[config.mk]
export PLATFORM = sky130hd
export DESIGN_NAME = uart_rx_flat
export DESIGN_NICKNAME = d
export VERILOG_FILES = /design/src/rtl/uart_rx_if.sv /design/src/rtl/uart_rx.sv /design/src/flat_wrapper.sv
export SDC_FILE = /design/constraint.sdc
export NUM_CORES = 1
export LEC_CHECK = 0
export CORE_ASPECT_RATIO = 1.75
export CORE_UTILIZATION = 50
export DETAILED_ROUTE_END_ITERATION = 7
export PLACE_DENSITY = 0.78
export SLEW_MARGIN = 20
export SYNTH_ARGS = -nofsm -noshare
export SYNTH_HDL_FRONTEND = slang
export SYNTH_SLANG_ARGS = --single-unit
[constraint.sdc]
create_clock -name clk -period 2 [get_ports clk]
set_clock_uncertainty 0.05 [all_clocks]
set_input_delay 0.4 -clock clk [delete_from_list [all_inputs] [get_ports clk]]
set_output_delay 0.4 -clock clk [all_outputs]
set_load 0.03 [all_outputs]
[src/rtl/uart_rx_if.sv]
// Receive-side link bundle: the serial line in, and the decoded byte and status strobes out.
interface uart_rx_if;
  logic       in_rx;
  logic [7:0] out_data;
  logic       byte_ready;
  logic       frame_err;
  logic       busy;

  modport master (
    input  in_rx,
    output out_data, byte_ready, frame_err, busy
  );

  modport slave (
    output in_rx,
    input  out_data, byte_ready, frame_err, busy
  );
endinterface

[src/rtl/uart_rx.sv]
// 8N1 UART receiver: oversampled, mid-bit sampling, start-glitch rejection,
// one-cycle byte_ready / frame_err strobes and a break state for a held-low line.
module uart_rx #(
  parameter int CLK_HZ = 50_000_000,
  parameter int BAUD   = 115200,
  parameter int OVS    = 16
) (
  input  logic      clk,
  input  logic      reset_n,
  uart_rx_if.master rx_if
);

  localparam int DIV   = CLK_HZ / (BAUD * OVS);
  localparam int DIV_W = (DIV > 1) ? $clog2(DIV) : 1;
  localparam int OVS_W = $clog2(OVS);

  typedef enum logic [2:0] {IDLE, START, DATA, STOP, BRK} state_t;

  state_t           state;
  logic             rx_meta, rx_s;
  logic [DIV_W-1:0] div_cnt;
  logic [OVS_W-1:0] ovs_cnt;
  logic [2:0]       bit_cnt;
  logic [7:0]       shift;

  logic tick, ovs_mid, ovs_last;
  assign tick     = (div_cnt == DIV_W'(DIV - 1));
  assign ovs_mid  = (ovs_cnt == OVS_W'(OVS / 2 - 1));
  assign ovs_last = (ovs_cnt == OVS_W'(OVS - 1));

  // NOTE: the synchronizer resets to 1 (idle line) so leaving reset never looks like a start bit.
  always_ff @(posedge clk or negedge reset_n) begin
    if (!reset_n) begin
      rx_meta <= 1'b1;
      rx_s    <= 1'b1;
    end else begin
      rx_meta <= rx_if.in_rx;
      rx_s    <= rx_meta;
    end
  end

  // NOTE: non-blocking assignments throughout, so a later assignment in the same
  // branch (the counter clears on state entry) cleanly overrides the default update.
  always_ff @(posedge clk or negedge reset_n) begin
    if (!reset_n) begin
      state            <= IDLE;
      div_cnt          <= '0;
      ovs_cnt          <= '0;
      bit_cnt          <= '0;
      shift            <= '0;
      rx_if.out_data   <= '0;
      rx_if.byte_ready <= 1'b0;
      rx_if.frame_err  <= 1'b0;
      rx_if.busy       <= 1'b0;
    end else begin
      rx_if.byte_ready <= 1'b0;
      rx_if.frame_err  <= 1'b0;
      div_cnt          <= tick ? '0 : div_cnt + DIV_W'(1);
      if (tick) ovs_cnt <= ovs_last ? '0 : ovs_cnt + OVS_W'(1);

      unique case (state)
        IDLE: begin
          if (!rx_s) begin
            state      <= START;
            rx_if.busy <= 1'b1;
            div_cnt    <= '0;
            ovs_cnt    <= '0;
          end
        end
        START: begin
          // Still low at mid start bit means a real frame, otherwise a glitch.
          if (tick && ovs_mid) begin
            div_cnt <= '0;
            ovs_cnt <= '0;
            if (!rx_s) begin
              state   <= DATA;
              bit_cnt <= '0;
            end else begin
              state      <= IDLE;
              rx_if.busy <= 1'b0;
            end
          end
        end
        DATA: begin
          if (tick && ovs_last) begin
            shift <= {rx_s, shift[7:1]};
            if (bit_cnt == 3'd7) begin
              state   <= STOP;
              div_cnt <= '0;
              ovs_cnt <= '0;
            end else begin
              bit_cnt <= bit_cnt + 3'd1;
            end
          end
        end
        STOP: begin
          if (tick && ovs_last) begin
            div_cnt <= '0;
            ovs_cnt <= '0;
            if (rx_s) begin
              rx_if.out_data   <= shift;
              rx_if.byte_ready <= 1'b1;
              state            <= IDLE;
              rx_if.busy       <= 1'b0;
            end else begin
              rx_if.frame_err <= 1'b1;
              state           <= BRK;
            end
          end
        end
        BRK: begin
          if (rx_s) begin
            state      <= IDLE;
            rx_if.busy <= 1'b0;
            div_cnt    <= '0;
            ovs_cnt    <= '0;
          end
        end
        default: begin
          state      <= IDLE;
          rx_if.busy <= 1'b0;
        end
      endcase
    end
  end

endmodule

[src/flat_wrapper.sv]
// flat-port wrapper written by rule: the top's interface ports become plain ports
module uart_rx_flat 
#(
  parameter int CLK_HZ = 50_000_000,
  parameter int BAUD   = 115200,
  parameter int OVS    = 16
)
  (clk, reset_n, rx_if_in_rx, rx_if_out_data, rx_if_byte_ready, rx_if_frame_err, rx_if_busy);
  uart_rx_if rx_if_i ();
  input  logic clk;
  input  logic reset_n;
  input wire logic [$bits(rx_if_i.in_rx)-1:0] rx_if_in_rx;
  output wire logic [$bits(rx_if_i.out_data)-1:0] rx_if_out_data;
  output wire logic [$bits(rx_if_i.byte_ready)-1:0] rx_if_byte_ready;
  output wire logic [$bits(rx_if_i.frame_err)-1:0] rx_if_frame_err;
  output wire logic [$bits(rx_if_i.busy)-1:0] rx_if_busy;
  assign rx_if_i.in_rx = rx_if_in_rx;
  assign rx_if_out_data = rx_if_i.out_data;
  assign rx_if_byte_ready = rx_if_i.byte_ready;
  assign rx_if_frame_err = rx_if_i.frame_err;
  assign rx_if_busy = rx_if_i.busy;
  uart_rx #(.CLK_HZ(CLK_HZ), .BAUD(BAUD), .OVS(OVS)) u_core (.clk(clk), .reset_n(reset_n), .rx_if(rx_if_i));
endmodule
# After elaboration in Yosys (flattened, before gate mapping)
# Index checks and enable logic that the tools add are counted.
op_classes:
  add_sub_neg: 3
  eq_ne: 16
  mux: 42
  n_bitwise: 1
  reduce_logical: 9
op_table:
  columns: ["op", "n"]
  rows:
  - ["5-bit 2-to-1 mux", 7]
  - ["3-bit 2-to-1 mux", 11]
  - ["4-bit 2-to-1 mux", 8]
  - ["5-bit case mux with 5 select lines", 1]
  - ["4-bit case mux with 5 select lines", 1]
  - ["3-bit case mux with 5 select lines", 1]
  - ["1-bit 2-to-1 mux", 10]
  - ["2-bit by 1-bit inequality test with 1-bit output (second input constant)", 5]
  - ["3-bit by 2-bit == test with 1-bit output (second input constant)", 2]
  - ["3-bit == test (second input constant)", 2]
  - ["2-bit inequality test (second input constant)", 3]
  - ["3-bit case mux with 2 select lines", 1]
  - ["6-bit AND reduction", 1]
  - ["5-bit by 1-bit adder with 5-bit output (second input constant)", 1]
  - ["5-bit == test (second input constant)", 1]
  - ["1-bit case mux with 5 select lines", 1]
  - ["5-bit AND reduction", 1]
  - ["4-bit by 1-bit adder with 4-bit output (second input constant)", 1]
  - ["4-bit by 3-bit == test with 1-bit output (second input constant)", 1]
  - ["4-bit == test (second input constant)", 1]
  - ["4-bit AND reduction", 1]
  - ["3-bit by 1-bit adder with 3-bit output (second input constant)", 1]
  - ["3-bit by 1-bit == test with 1-bit output (second input constant)", 1]
  - ["3-bit logical NOT", 1]
  - ["other kinds (6)", 7]
totals:
  ff_bits: 36
  output_inout_bits: 11
  elab_cells: 82

# Logic depth before layout (Yosys ltp)
# Gate-level depths: netlist (run 1).
logic_depth:
  word_depth: 6
  mapped_depth: 6
  mapped_depth_nobuf: 6

# Least setup slack after synthesis (run 1)
# No wires, ideal clock.
synth_path:
  path_kind: "reg2reg"
  start: "register u_core.bit_cnt[0]"
  end: "register u_core.bit_cnt[0]"
  setup_ns: 0.128
  arrival_ns: 1.616
  t_required_ns: 1.822
  path_slack_ns: 0.206
  stages_incl_launch_ff: 7
  cell_sequence: "dfrtp_1 ha_1 ha_1 or2_2 o32ai_1 nand3b_2 mux2_1"
synth_via:
  elab_chain_cells: 4
  word_cells_on_any_way: 7
  classes_between: "add/sub (1); eq/ne (2); mux (3); reduce/logical (1)"
synth_rtl:
  columns: ["element", "line_no", "source"]
  rows:
  - ["start: declaration", "uart_rx.sv:23", "logic [2:0] bit_cnt;"]
  - ["start signal: assignment", "uart_rx.sv:92", "bit_cnt <= bit_cnt + 3'd1;"]
  - ["3-bit by 1-bit adder with 3-bit output", "uart_rx.sv:92", null]
  - ["3-bit 2-to-1 mux", "uart_rx.sv:87", "if (bit_cnt == 3'd7) begin"]
  - ["3-bit 2-to-1 mux", "uart_rx.sv:85", "if (tick && ovs_last) begin"]
  - ["3-bit case mux with 2 select lines", "uart_rx.sv:61", "unique case (state)"]
# Several ways; a longest one is shown, not always the timed one. The select of a mux whose other input is x is not followed.
# A chain may end at the register's enable or synchronous reset.

# Worst setup path after layout (run 1)
# Same ends and word-level chain as after synthesis.

==> results.py, run 1 <==
metrics = {
    "run_status": {
        "status": "complete, no violations",
    },
    "route": {
        "drc": 0,
        "ant_nets": 0,
        "drt_first_pass_iters": 4,
        "drt_first_iter_violations": 19,
        "vias": 1163,
        "drt_wl_total_um": 3261,
        "wl_per_cell_um": 15.68,
        "viasPerCell": 5.591,
    },
    "layout": {
        "fin_area_sq_um": 2021,
        "num_antenna_cells": 0,
        "fill_cells": 283,
        "drive_above_1_share": 0.2331,
        "areaGrowthSynthToFinish_pct": 15.69,
        "fin_nets": 170,
    },
    "setup_path": {
        "criticalPathCategory": "reg -> reg",
        "crit_required_ns": 2.13,
        "endpoint_kind": "register",
        "cp_max_fo": 3,
        "start_kind": "register",
        "arrival_ns": 2.04,
    },
    "synthesis": {
        "ys_seq_elements": 36,
        "synth.net_count": 152,
        "avgSynthCellArea_sq_um": 12.13,
        "syn_inst": 144,
        "synthTopCellsByArea": "dfrtp_1 (49%), mux2_2 (10%), ha_1 (3.6%)",
        "synth_area_sq_um": 1747,
        "yosysSeqAreaShare": 0.5172,
        "yosysTopAreaCell": "dfrtp_1",
        "synth_top_area_share": 0.4871,
        "ys_types": 41,
        "synth_warnings": 0,
    },
    "floorplan": {
        "die_w_um": 46.68,
        "die_area_sq_um": 3743,
        "core-area_sq_um": 3363,
        "die_h_um": 80.19,
        "rows": 28,
        "initial_core_util": 0.5193,
        "io_pins": 14,
    },
    "placed_design": {
        "port_buffers": 13,
        "place.gp.congestion": 0.7335,
        "postPlaceCellArea_sq_um": 1913,
        "dp.final_hpwl_um": 2208,
    },
    "sta": {
        "grt_setup_unrepaired": "false",
        "slew_violations": 0,
        "hold_viol": 0,
        "tightest_slew_ns": 0.5075,
        "slew_headroom": 0.6529,
        "finalSetupViolCount": 0,
        "period_needed_ns": 1.911,
        "setup-tns-final_ns": 0,
        "fmaxAchievable_mhz": 523.4,
        "fin_crit_sh": 0.9554,
    },
    "pwr": {
        "power_frac_seq": 0.529,
        "p_leak_nw": 0.9826,
        "peakVddDrop_v": 0.0006908,
        "clockPowerShare": 0.456,
        "switching_power_w": 0.0002842,
        "powerDensity_nw_per_um2": 688.6,
        "p_comb_frac": 0.016,
        "switching_share": 0.2042,
        "power.internal_w": 0.001107,
    },
    "global_route": {
        "grt_start_max_net_pins": 37,
        "antenna_found_initial": 0,
        "grt_pass1_wl_um": 5623,
        "grt.overflow.total": 0,
        "grtUsageTotal": 0.2157,
        "grt_pass1_vias": 1262,
    },
    "cts": {
        "clock_path_buffers": 2,
        "cts_root_buf": "clkbuf_8",
        "numCtsBuffers": 5,
        "cts_hold_buf": 0,
        "cts.sinks": 36,
        "tritoncts": "done",
        "post_cts_buffers": 0,
        "ctsResizeCount": 0,
        "clock_latency_ns": 0.30,
        "clk_pin_slew_ns": 0.08,
        "cts.htree.levels": 2,
    },
    "run": {
        "cap_violations": 0,
    },
    "worst_hold_path": {
        "hp-class": "reg -> reg",
    },
}
-- registers in the layout, indices dropped and copies added (netlist names) --
register / cells
u_core.rx_s: 1
u_core.ovs_cnt: 4
u_core.rx_if.out_data: 8
u_core.rx_if.frame_err: 1
u_core.state: 3
u_core.div_cnt: 5
u_core.bit_cnt: 3
u_core.rx_if.byte_ready: 1
u_core.rx_if.busy: 1
u_core.rx_meta: 1
u_core.shift: 8
-- critical path: stages, from the launching register on --
cell and delay [ns]:
dfrtp_1 0.41, ha_1 0.22, ha_1 0.20, or2_2 0.28
o32ai_1 0.16, nand3b_2 0.16, mux2_1 0.33
-- area by class of cell --
| class | instances | area [sq um] | area share |
|---|---|---|---|
| multi-input cells | 96 | 774.5 | 0.3833 |
| inverters | 7 | 26.28 | 0.01300 |
| flip-flops and latches | 36 | 903.4 | 0.4471 |
| clock buffers | 6 | 72.57 | 0.03591 |
| well taps | 45 | 56.30 | 0.02786 |
| repair buffers | 16 | 152.6 | 0.07554 |
| clock inverters | 2 | 35.03 | 0.01734 |
-- per-layer routing --
metal	up-vias	routed length (um)	global-route usage
li1	540	-	-
met1	582	1258	0.2332
met2	28	1780	0.3542
met3	13	109	0.05618
met4	0	112	0.1343
met5	-	0	0
-- placed cells by master, fill, tap and decap left out, types with 2 or more instances in the layout --
master           Yosys  routed
inv_1                7       7
xor2_1               5       5
o32ai_1              2       2
nor3_1               3       3
a211oi_1             2       2
nand2b_1             2       2
dfrtp_1             34      34
xnor2_1              2       2
a21o_1               2       2
clkdlybuf4s50_1      0      13
nand3_1              5       5
nand2_1              6       6
mux2_2              16      16
ha_1                 5       5
dfstp_2              2       2
nor2_1              16      16
a21oi_1              6       6
buf_4                0       3
clkbuf_8             2       5
mux2i_1              2       2
-- synthesized netlist by cell type --
cell and instances:
nand2_1 6, nor2_1 16, xnor2_1 2, mux2_1 1
a211oi_1 2, a21oi_1 6, and2b_2 1, mux2_2 16
nand3_4 1, o32ai_1 2, and4b_2 1, a21o_1 2
dfrtp_1 34, clkbuf_8 2, or2b_1 1, or2_2 1
nand4b_4 1, nand2b_1 2, buf_2 3, inv_1 7
a22oi_1 1, and3b_2 1, xor2_1 5, nand4_4 1
nor3b_2 1, ha_1 5, nor3b_1 1, nor2b_1 1
mux2i_1 2, o31ai_1 1, dfstp_2 2, a211o_1 1
a2111oi_0 1, nor3_1 3, nor2_8 1, a2bb2oi_1 1
o22ai_1 1, nand3b_2 1, a311oi_1 1, nand3_1 5
nor4_1 1
-- kinds of logic (layout without fill, tap and decap cells) --
kind of cell               Yosys count  after routing  synth area share
xor gates and xnor gates             7              7           0.03510
and+or+nand+nor                     46             46            0.1748
adders and majority gates            5              5           0.03582
buffers and inverters               12             31           0.03940
muxes                               19             19            0.1211
AOI/OAI and AO/OA                   19             19           0.07665
DFF                                 36             36            0.5172
-- final timing paths --
check | from | endpoint | slack [ns] | depth (start not counted)
worst max-delay path | u_core.bit_cnt[0]$_DFFE_PN0P_ | u_core.bit_cnt[0]$_DFFE_PN0P_ | 0.09 | 6
worst min-delay path | u_core.rx_meta$_DFF_PN1_ | u_core.rx_s$_DFF_PN1_ | 0.30 | 0
worst max register to register | u_core.bit_cnt[0]$_DFFE_PN0P_ | u_core.bit_cnt[0]$_DFFE_PN0P_ | 0.09 | 6
worst min register to register | u_core.rx_meta$_DFF_PN1_ | u_core.rx_s$_DFF_PN1_ | 0.30 | 0
max in group asynchronous | reset_n | u_core.rx_meta$_DFF_PN1_ | 1.08 | 2
min in group asynchronous | reset_n | u_core.rx_if.busy$_DFFE_PN0P_ | 0.46 | 2
-- power by group through the flow --
stage	clock, W	combinational (W)	sequential, W
global placement	0	0.0000220	0.000749
CTS	0.000652	0.0000228	0.000735
finish	0.000634	0.0000217	0.000736
global route	0.000674	0.0000258	0.000735
floorplan	0	0.00000753	0.000746
detailed placement	0	0.0000226	0.000749
-- stage by stage --
step / std cells / utilization / hold WS, ns / setup WS (ns) / power, W
4_1_cts: 208 / 0.6008 / 0.3053 / 0.09084 / 0.001410
6_report: 208 / 0.6008 / 0.3015 / 0.08926 / 0.001391
3_3_place_gp: 200 / 0.5688 / 0.2968 / 0.1740 / 0.0007711
2_1_floorplan: 144 / - / 0.05441 / 0.2061 / 0.0007535
3_5_place_dp: 200 / 0.5688 / 0.3048 / 0.1091 / 0.0007721
5_1_grt: 208 / 0.6008 / 0.3084 / 0.007138 / 0.001435
Note: power is estimated with default switching activity, not from simulation.
==> run 2, diff against run 1 <==
--- a/config.mk
+++ b/config.mk
@@ -5,7 +5,6 @@
 export SDC_FILE = /design/constraint.sdc
 export NUM_CORES = 1
 export LEC_CHECK = 0
-export CORE_ASPECT_RATIO = 1.75
 export CORE_UTILIZATION = 50
 export DETAILED_ROUTE_END_ITERATION = 7
 export PLACE_DENSITY = 0.78
==> results.py, run 2 (same netlist as run 1, synthesis figures left out) <==
metrics = {
    "setup_path": {
        "crit_chain": "ha_1 -> ha_1 -> or2_2 -> o32ai_2 -> nand3b_4 -> mux2_1",
        "slowest_delay_ns": 0.40,
        "arrival_ns": 2.06,
        "crit_top_cell": "ha_1",
        "crit_required_ns": 2.17,
        "criticalPathCategory": "reg -> reg",
        "crit_buf_inv": 0,
        "start_kind": "register",
        "critPathTopFamily": "simple AND/OR/NAND/NOR gates",
        "cp_max_fo": 3,
        "slowest_stage": "dfrtp_1",
        "endpoint_kind": "register",
    },
    "layout": {
        "final_cell_mix": "dfrtp_1 (34), nor2_1 (16), mux2_2 (16), clkdlybuf4s50_1 (13), inv_1 (7)",
        "fin_nets": 172,
        "num_antenna_cells": 0,
        "reg.largest.list": "u_core.rx_if.out_data x8, u_core.shift x8, u_core.div_cnt x5",
        "drive_above_1_share": 0.2545,
        "areaGrowthSynthToFinish_pct": 15.97,
        "final_common_cell": "dfrtp_1",
    },
    "route": {
        "wl_per_cell_um": 14.35,
        "drt_first_pass_iters": 4,
        "drc": 0,
        "viasPerCell": 5.355,
        "drt_first_iter_violations": 83,
        "ant_nets": 0,
        "drt_wl_total_um": 3028,
        "vias": 1130,
    },
    "run": {
        "cap_violations": 0,
    },
    "placed_design": {
        "dpl_worst_slack_ns": 0.05576,
        "dp.final_hpwl_um": 2084,
        "place.gp.congestion": 0.7792,
        "port_buffers": 13,
    },
    "pwr": {
        "p_leak_nw": 0.9990,
        "powerDensity_nw_per_um2": 625.9,
        "peakVddDrop_v": 0.0005979,
        "power_w": 0.001268,
    },
    "sta": {
        "grt_setup_unrepaired": "false",
        "slew_headroom": 0.7106,
        "slew_violations": 0,
        "layout_setup_ws_ns": 0.1101,
        "hold_viol": 0,
        "fin_crit_sh": 0.9450,
        "period_needed_ns": 1.890,
        "tightest_slew_ns": 0.4232,
        "setup-tns-final_ns": 0,
        "fmaxAchievable_mhz": 529.1,
        "finalSetupViolCount": 0,
    },
    "floorplan": {
        "die_h_um": 61.11,
        "die_w_um": 61.11,
        "die_area_sq_um": 3734,
        "core-area_sq_um": 3337,
        "io_pins": 14,
        "rows": 21,
        "initial_core_util": 0.5234,
    },
    "cts": {
        "clk_pin_slew_ns": 0.11,
        "cts.htree.levels": 2,
        "numCtsBuffers": 5,
        "cts_root_buf": "clkbuf_4",
        "clock_latency_ns": 0.33,
        "cts.sinks": 36,
        "clock_path_buffers": 2,
        "cts_hold_buf": 0,
        "tritoncts": "done",
    },
    "global_route": {
        "antenna_found_initial": 0,
        "grt.overflow.total": 0,
        "grt_start_max_net_pins": 37,
        "grt_pass1_wl_um": 4871,
        "grt_pass1_vias": 1141,
        "grtUsageTotal": 0.1793,
    },
    "worst_hold_path": {
        "hp-class": "reg -> reg",
    },
    "run_status": {
        "status": "complete, no violations",
    },
}
run 2: cell types whose count changed in the layout (fill, tap and decap cells not counted):
| cell | delta |
|---|---|
| clkinvlp_4 | +1 |
| nand3b_2 | -1 |
| o32ai_2 | +1 |
| nand3b_4 | +1 |
| buf_4 | +2 |
| o32ai_1 | -1 |
| clkbuf_8 | -5 |
| clkbuf_4 | +5 |
| clkbuf_1 | -1 |
run 2: report_power, final:
part	switching (W)	internal [W]
logic	0.0000165	0.00000657
registers	0.00000420	0.000731
clock network	0.000249	0.000261
total	0.000269	0.000999
run 2: final timing paths:
path / from / endpoint / slack [ns] / cells past startpoint
setup / recovery: u_core.bit_cnt[0]$_DFFE_PN0P_ / u_core.bit_cnt[0]$_DFFE_PN0P_ / 0.11 / 6
hold / removal: u_core.rx_meta$_DFF_PN1_ / u_core.rx_s$_DFF_PN1_ / 0.31 / 0
setup reg to reg: u_core.bit_cnt[0]$_DFFE_PN0P_ / u_core.bit_cnt[0]$_DFFE_PN0P_ / 0.11 / 6
hold reg to reg: u_core.rx_meta$_DFF_PN1_ / u_core.rx_s$_DFF_PN1_ / 0.31 / 0
max in group asynchronous: reset_n / u_core.rx_meta$_DFF_PN1_ / 1.14 / 2
min in group asynchronous: reset_n / u_core.div_cnt[4]$_DFF_PN0_ / 0.42 / 2
run 2: cell type report:
type,instances,area [sq um]
clock buffers,5,37.54
flip-flops and latches,36,903.4
multi-input cells,96,790.8
well taps,46,57.56
clock inverters,3,42.54
fillers,270,1311
inverters,7,26.28
repair buffers,18,167.7
run 2: metrics by stage:
stage	cells	hold WS, ns	instance area, sq um	util
finish	211	0.3145	2026	0.6070
floorplan	144	0.05441	1747	-
CTS	209	0.3164	1994	0.5977
detailed placement	201	0.2975	1914	0.5737
global placement	201	0.2970	1914	0.5737
global route	211	0.3184	2026	0.6070
run 2: worst register-to-register path, cell delays in order, from the launching register on:
cell	delay, ns
dfrtp_1	0.40
ha_1	0.20
ha_1	0.21
or2_2	0.29
o32ai_2	0.17
nand3b_4	0.13
mux2_1	0.34
run 2: metal layers:
metal / part of all wire / global-route usage / vias to the layer above
met5: 0 / 0 / -
met1: 0.46 / 0.2263 / 560
met4: 0.017 / 0.08766 / 0
li1: - / - / 544
met2: 0.49 / 0.2842 / 20
met3: 0.034 / 0.05042 / 6
run 2: what timing repair did:
item	4_1_cts	5_1_grt
buffers inserted	0	2
endpoints found under the hold margin	0	0
setup endpoints to repair	0	1
resized for setup	0	2
